## src/rtl/water_scanner.sv

```systemverilog
// Water bitmap ROM scanner: fetches NUM_CHUNKS chunk words for one animation
// phase and serialises each MSB-first onto a valid/ready pixel stream.
module water_scanner #(
   parameter int WIDTH      = 590,
   parameter int NUM_CHUNKS = 5,
   parameter int PHASE_W    = 3,
   parameter int CHUNK_W    = 3
) (
   input  logic                       clk,
   input  logic                       rst,
   input  logic                       start,
   input  logic                       abort,
   input  logic [PHASE_W-1:0]         phase,
   output logic                       rom_en,
   output logic [PHASE_W+CHUNK_W-1:0] rom_addr,
   input  logic [WIDTH-1:0]           rom_bitmap,
   output logic                       pix_valid,
   input  logic                       pix_ready,
   output logic                       pix_data,
   output logic                       pix_sol,
   output logic                       pix_last,
   output logic                       busy,
   output logic                       done
);

   localparam int BC_W = $clog2(WIDTH);
   localparam logic [BC_W-1:0]    BIT_TOP   = BC_W'(WIDTH - 1);
   localparam logic [CHUNK_W-1:0] CHUNK_TOP = CHUNK_W'(NUM_CHUNKS - 1);

   typedef enum logic [2:0] {IDLE, ADDR, LOAD, SHIFT, DONE} state_t;

   state_t              state, state_nx;
   logic [PHASE_W-1:0]  phase_q;
   logic [CHUNK_W-1:0]  chunk;
   logic [BC_W-1:0]     bitcnt;
   logic [WIDTH-1:0]    shreg;

   logic take_start, do_load, accept, next_chunk;
   logic last_bit, last_chunk;

   always_ff @(posedge clk or posedge rst) begin
      if (rst) state <= IDLE;
      else     state <= state_nx;
   end

   always_comb begin
      state_nx   = state;
      rom_en     = 1'b0;
      pix_valid  = 1'b0;
      done       = 1'b0;
      take_start = 1'b0;
      do_load    = 1'b0;
      accept     = 1'b0;
      next_chunk = 1'b0;
      last_bit   = (bitcnt == '0);
      last_chunk = (chunk == CHUNK_TOP);

      case (state)
         IDLE: begin
            if (start) begin
               take_start = 1'b1;
               state_nx   = ADDR;
            end
         end
         // ROM output is only valid while rom_en stays high, so both the
         // address cycle and the capture cycle keep it asserted.
         ADDR: begin
            rom_en   = 1'b1;
            state_nx = LOAD;
         end
         LOAD: begin
            rom_en   = 1'b1;
            do_load  = 1'b1;
            state_nx = SHIFT;
         end
         SHIFT: begin
            pix_valid = 1'b1;
            accept    = pix_ready;
            if (pix_ready && last_bit) begin
               if (last_chunk) begin
                  state_nx = DONE;
               end else begin
                  next_chunk = 1'b1;
                  state_nx   = ADDR;
               end
            end
         end
         DONE: begin
            done     = 1'b1;
            state_nx = IDLE;
         end
         default: state_nx = IDLE;
      endcase

      // Cancel overrides everything, including a simultaneous start in IDLE.
      if (abort) begin
         state_nx   = IDLE;
         take_start = 1'b0;
         do_load    = 1'b0;
         accept     = 1'b0;
         next_chunk = 1'b0;
      end

      rom_addr = {phase_q, chunk};
      pix_data = pix_valid & shreg[WIDTH-1];
      pix_sol  = pix_valid & (bitcnt == BIT_TOP);
      pix_last = pix_valid & last_bit & last_chunk;
      busy     = (state != IDLE);
   end

   always_ff @(posedge clk or posedge rst) begin
      if (rst) begin
         phase_q <= '0;
         chunk   <= '0;
         bitcnt  <= '0;
         shreg   <= '0;
      end else begin
         if (take_start) begin
            phase_q <= phase;
            chunk   <= '0;
         end
         if (next_chunk) chunk <= chunk + CHUNK_W'(1);
         if (do_load) begin
            shreg  <= rom_bitmap;
            bitcnt <= BIT_TOP;
         end else if (accept) begin
            shreg <= {shreg[WIDTH-2:0], 1'b0};
            if (!last_bit) bitcnt <= bitcnt - BC_W'(1);
         end
      end
   end

endmodule

```

## config.mk

```make
export PLATFORM = sky130hd
export DESIGN_NAME = water_scanner
export DESIGN_NICKNAME = d
export VERILOG_FILES = /design/src/rtl/water_scanner.sv
export SDC_FILE = /design/constraint.sdc
export NUM_CORES = 2
export LEC_CHECK = 0
export CORE_UTILIZATION = 29
export CTS_BUF_LIST = sky130_fd_sc_hd__clkbuf_8
export DETAILED_ROUTE_END_ITERATION = 6
export DONT_BUFFER_PORTS = 1
export PLACE_DENSITY = 0.5
export SETUP_SLACK_MARGIN = 0.4
export SLEW_MARGIN = 20
export SYNTH_ARGS = -nofsm -noshare
export SYNTH_HDL_FRONTEND = slang
export SYNTH_SLANG_ARGS = --single-unit
```

## constraint.sdc

```tcl
create_clock -name clk -period 21.4 [get_ports clk]
set_input_delay 5.35 -clock clk [delete_from_list [all_inputs] [get_ports clk]]
set_output_delay 5.35 -clock clk [all_outputs]
set_load 0.05 [all_outputs]
```

# Word level (Yosys, flattened, before mapping)
# Index checks and enable logic that the tools add are counted.
[word_totals] inputBits=598 output_inout_bits=13 ff_bits=609 word_cells=55
[classes] n_bitwise=4 muxes=26 n_addsub=2 n_reduce_logical=9 eq_ne=9
[ops] op="$mux 590" n=2
[ops] op="$mux 10" n=3
[ops] op="$mux 3" n=6
[ops] op="$mux 1" n=14
[ops] op="$pmux 3 s4" n=1
[ops] op="$eq 10x10->1 const B" n=1
[ops] op="$logic_not 10->1" n=1
[ops] op="$sub 10x1->10 const B" n=1
[ops] op="$eq 3x2->1 const B" n=2
[ops] op="$eq 3x3->1 const B" n=2
[ops] op="$ne 3x3->1 const B" n=2
[ops] op="$and 1x1->1" n=4
[ops] op="$reduce_and 2->1" n=2
[ops] op="$reduce_bool 2->1" n=2
[ops] op="$add 3x1->3 const B" n=1
[ops] op="$eq 3x1->1 const B" n=1
[ops] op="$logic_not 3->1" n=1
[ops] op="$reduce_bool 3->1" n=1
[ops] op="$ne 2x2->1 const B" n=1
[ops] op="$reduce_or 2->1" n=1
[ops] op="$logic_and 1x1->1" n=1

# Logic depth before layout (Yosys ltp)
[depth] word_depth=6 ltp_mapped=9 depth_no_buf=6

# Worst setup path before layout
# No wires, ideal clock.
[synth_timing] path_type="register to output" start="register bitcnt[4]" end="output port pix_last" setup_slack_ns=13.696 stages_incl_launch_ff=5 arrival_time_ns=2.354 path_buffers=1 t_required_ns=16.050 path_cell_list="dfrtp_1 > clkbuf_1 > nor4_1 > nand3_1 > nor3_1"
[synth_between] elab_chain_cells=3
[synth_lines] element="from (decl)" line="35" source="logic [BC_W-1:0] bitcnt;"
[synth_lines] element="from (signal assigned)" line="128" source="if (!last_bit) bitcnt <= bitcnt - BC_W'(1);"
[synth_lines] element="$logic_not 10->1" line="55" source="last_bit = (bitcnt == '0);"
[synth_lines] element="$and 1x1->1 (2 in a row)" line="107" source="pix_last = pix_valid & last_bit & last_chunk;"
[synth_lines] element="to (decl)" line="21" source="output logic pix_last,"
# No other way between the ends.

# Worst setup path after layout
[layout_timing] start="input port abort" end="register shreg[426]"
[layout_between] elab_chain_cells=2 elab_cells_between_ends=4 classes_between="mux (3); reduce/logical (1)"
[layout_lines] element="from (decl)" line="12" source="input logic abort,"
[layout_lines] element="$mux 1" line="96" source="if (abort) begin"
[layout_lines] element="$mux 590 / $reduce_bool 2->1 (equally long branches)"
[layout_lines] element="to (signal assigned)" line="124" source="shreg <= rom_bitmap;"
[layout_lines] element="to (signal assigned)" line="127" source="shreg <= {shreg[WIDTH-2:0], 1'b0};"
[layout_lines] element="to (decl)" line="36" source="logic [WIDTH-1:0] shreg;"
# Several ways; a longest one is shown, not always the timed one.
# A chain may end at the register's enable or synchronous reset.

==> run_results.csv <==
group,metric,value,unit
synthesis,synth_area_leaders,"dfrtp_1 56%, nand2_1 16%, a31oi_1 13%",
setup_path,critPathMaxFanout,205,
setup_path,crit_top_cell,"buf_4",
die,ios,611,
power,total_power,4.17,mW
placement,numPortBuffers,0,
grt,grt_pass1_vias,21178,
worst_hold_path,holdCritPathClass,"reg -> reg",
timing,min_period,9.84,ns
grt,grt_max_degree,275,
grt,overflow,0,
setup_path,cp.arrival,10.47,ns
timing,final-setup-viol-count,0,
cts,clk_root_buffer_cell,"clkbuf_8",
timing,drv_slew,0,
timing,tightestPinTransition,1.13,ns
synthesis,synth_top_cell_by_area,"dfrtp_1",
timing,fin_crit_sh,0.460,
timing,fin_worst_skew,0.0431,ns
detailed_routing,drt_iter0_drc,1749,
cts,cts_setup_buffers,0,
die,initial_core_util,0.293,
setup_path,end_kind,"register",
power,switching_share,0.339,
cts,cts_buffer_depth,3,
cells_and_area,post-route-util,0.325,
synthesis,async_flop_share,1.00,
synthesis,synth_cell_types,47,
outcome,status,"finished clean",
synthesis,ys.warnings.count,0,
power,p_per_area,137,nW/um^2
detailed_routing,drt_wl_total,80.0,mm
cts,clkLatencyLatePin,0.74,ns
cts,cts_tree,"yes",
detailed_routing,wl_per_cell,17.6,um
timing,fmax,102,MHz
cts,clk_pin_slew,0.06,ns
setup_path,critical_path_class,"in -> reg",
die,fp-row-count,112,
setup_path,worstPathCellList,"nor4b_4 > buf_4 > a21o_4 > buf_12 > buf_4 > buf_4 > buf_12 > buf_16 > nor2_1 > a31oi_1",
synthesis,syn_inst,3327,
timing,rsz0062_at_grt,"no",
detailed_routing,drt_first_pass_iters,5,
cells_and_area,fin_cells,4546,
grt,antenna_found_initial,23,
timing,hold_ws,0.506,ns
cells_and_area,syn_to_final_growth,11.0,%
placement,dp_hpwl,52.8,mm
synthesis,netlist_area,27300,sq um
setup_path,critPathRequiredTime,22.03,ns
cts,cts.sinks,609,
power,ir_drop,0.0000663,V
power,p_switching,1.41,mW
grt,track_usage,0.161,
die,die_x,309,um
die,die_area,95400,sq um
synthesis,synth_enable_flop_cells,0,
cts,cts_inserted_buffers,108,
placement,dp.cells,4342,
cts,ctsResizeCount,0,
die,fp.dieH,309,um
power,p_int,2.75,mW
detailed_routing,drc,0,
synthesis,synth_top_flop_cell,"dfrtp_1",
cells_and_area,layout.nets,3802,
synthesis,ys_ff_latch,609,
synthesis,synthTopCellsByCount,"1,183 x nand2_1, 609 x dfrtp_1, 598 x nor2_1",
die,design.core.area,93300,sq um
detailed_routing,vias_per_cell,4.90,
setup_path,cp-start-kind,"input port",
synthesis,synth.most_common_cell,"nand2_1",
setup_path,cpMaxStageDelayCell,"buf_4",
power,seqPwrFrac,0.486,
power,p_clk_frac,0.262,
synthesis,syn_area_per_cell,8.21,sq um
power,power.share.combinational,0.251,
setup_path,max_stage_delay,0.86,ns
cts,hold_buffers,0,
timing,max_slew_margin,0.249,
synthesis,synth_nets,3929,
synthesis,ys_seq_area_frac,0.558,
timing,tns,0,ns
timing,hold_viol,0,
detailed_routing,vias,22285,
power,power.leakage,13.3,nW
grt,grt_pass1_wl,122,mm
synthesis,synth_top_area_share,0.558,
flow_run,maxCapViolations,0,
cts,htreeDepth,3,
cells_and_area,layout-drive-gt1-share,0.0604,
placement,place_congestion,0.826,
detailed_routing,ant_nets,0,
through the flow:
step | cell area (sq um) | setup slack [ns]
floorplan | 27300 | 7.74
global placement | 28100 | 10.77
detailed placement | 28100 | 10.71
CTS | 30200 | 11.54
global route | 30300 | 11.07
finish | 30300 | 11.56
per-layer routing:
layer,wire [um],part of all wire,up-vias,global-route usage
met4,1910,0.024,20,0.0583
met2,38000,0.48,524,0.256
met5,133,0.0017,-,0
met1,33000,0.41,10715,0.198
li1,-,-,10883,-
met3,6860,0.086,143,0.0619
worst paths after layout:
| check | start | to | slack (ns) | cells past startpoint |
|---|---|---|---|---|
| setup / recovery | abort | shreg[426] | 11.56 | 10 |
| hold / removal | shreg[0] | shreg[0] | 0.51 | 1 |
| setup reg to reg | state[0] | shreg[426] | 15.54 | 10 |
| hold reg to reg | shreg[0] | shreg[0] | 0.51 | 1 |
| max in group asynchronous | rst | shreg[184] | 13.17 | 5 |
| min in group asynchronous | rst | shreg[337] | 4.61 | 1 |
flip-flops by register name, indices dropped and copies added (netlist names):
name and flops:
bitcnt 10, chunk 3, phase_q 3, shreg 590
state 3
layout make-up:
type	instances	area, sq um
tap	1254	1570
multi-input combinational	2444	11000
clock buffer	133	1830
inverter	7	30.0
fill	10093	63000
sequential	609	15200
antenna	14	35.0
timing repair buffer	30	327
clock inverter	55	329
layout by cell type, fill, tap and decap left out, types with 3 or more instances in the layout:
cell type      n
a21oi_1        7
dfrtp_1      609
buf_12         4
nor2_1       598
clkbuf_8     133
o21ai_0        3
bufinv_16      3
a31oi_1      589
nor4_1         3
mux2_2         3
ha_1           4
buf_4         21
a211oi_1       3
inv_1         41
o211ai_1       4
clkinvlp_4     4
o31ai_1        3
buf_6          3
clkinv_2      12
diode_2       14
nand3_1        4
nand2_1     1183
power by group through the flow:
stage / logic (mW) / registers (mW) / clock network (mW)
5_1_grt: 1.24 / 2.10 / 1.18
3_5_place_dp: 1.06 / 2.04 / 0
6_report: 1.05 / 2.03 / 1.09
3_3_place_gp: 1.04 / 2.04 / 0
2_1_floorplan: 0.895 / 1.96 / 0
4_1_cts: 1.06 / 2.03 / 1.13
cell families (layout without fill, tap and decap cells):
kind of cell | Yosys count | after routing | share of synthesized area
compound gates | 619 | 619 | 0.143
xor+xnor | 1 | 1 | 0.000321
fa+ha+maj | 4 | 4 | 0.00183
buf+inv | 274 | 225 | 0.0412
flops | 609 | 609 | 0.558
mux | 4 | 4 | 0.00160
other cells | 0 | 14 | 0
simple gates | 1816 | 1816 | 0.254
worst max-delay path: cells and delay by family:
family	cells	cell delay, ns
AOI/OAI and AO/OA	2	0.77
and+or+nand+nor	2	0.29
buffers and inverters	6	3.57
(Power assumes the default switching activity.)
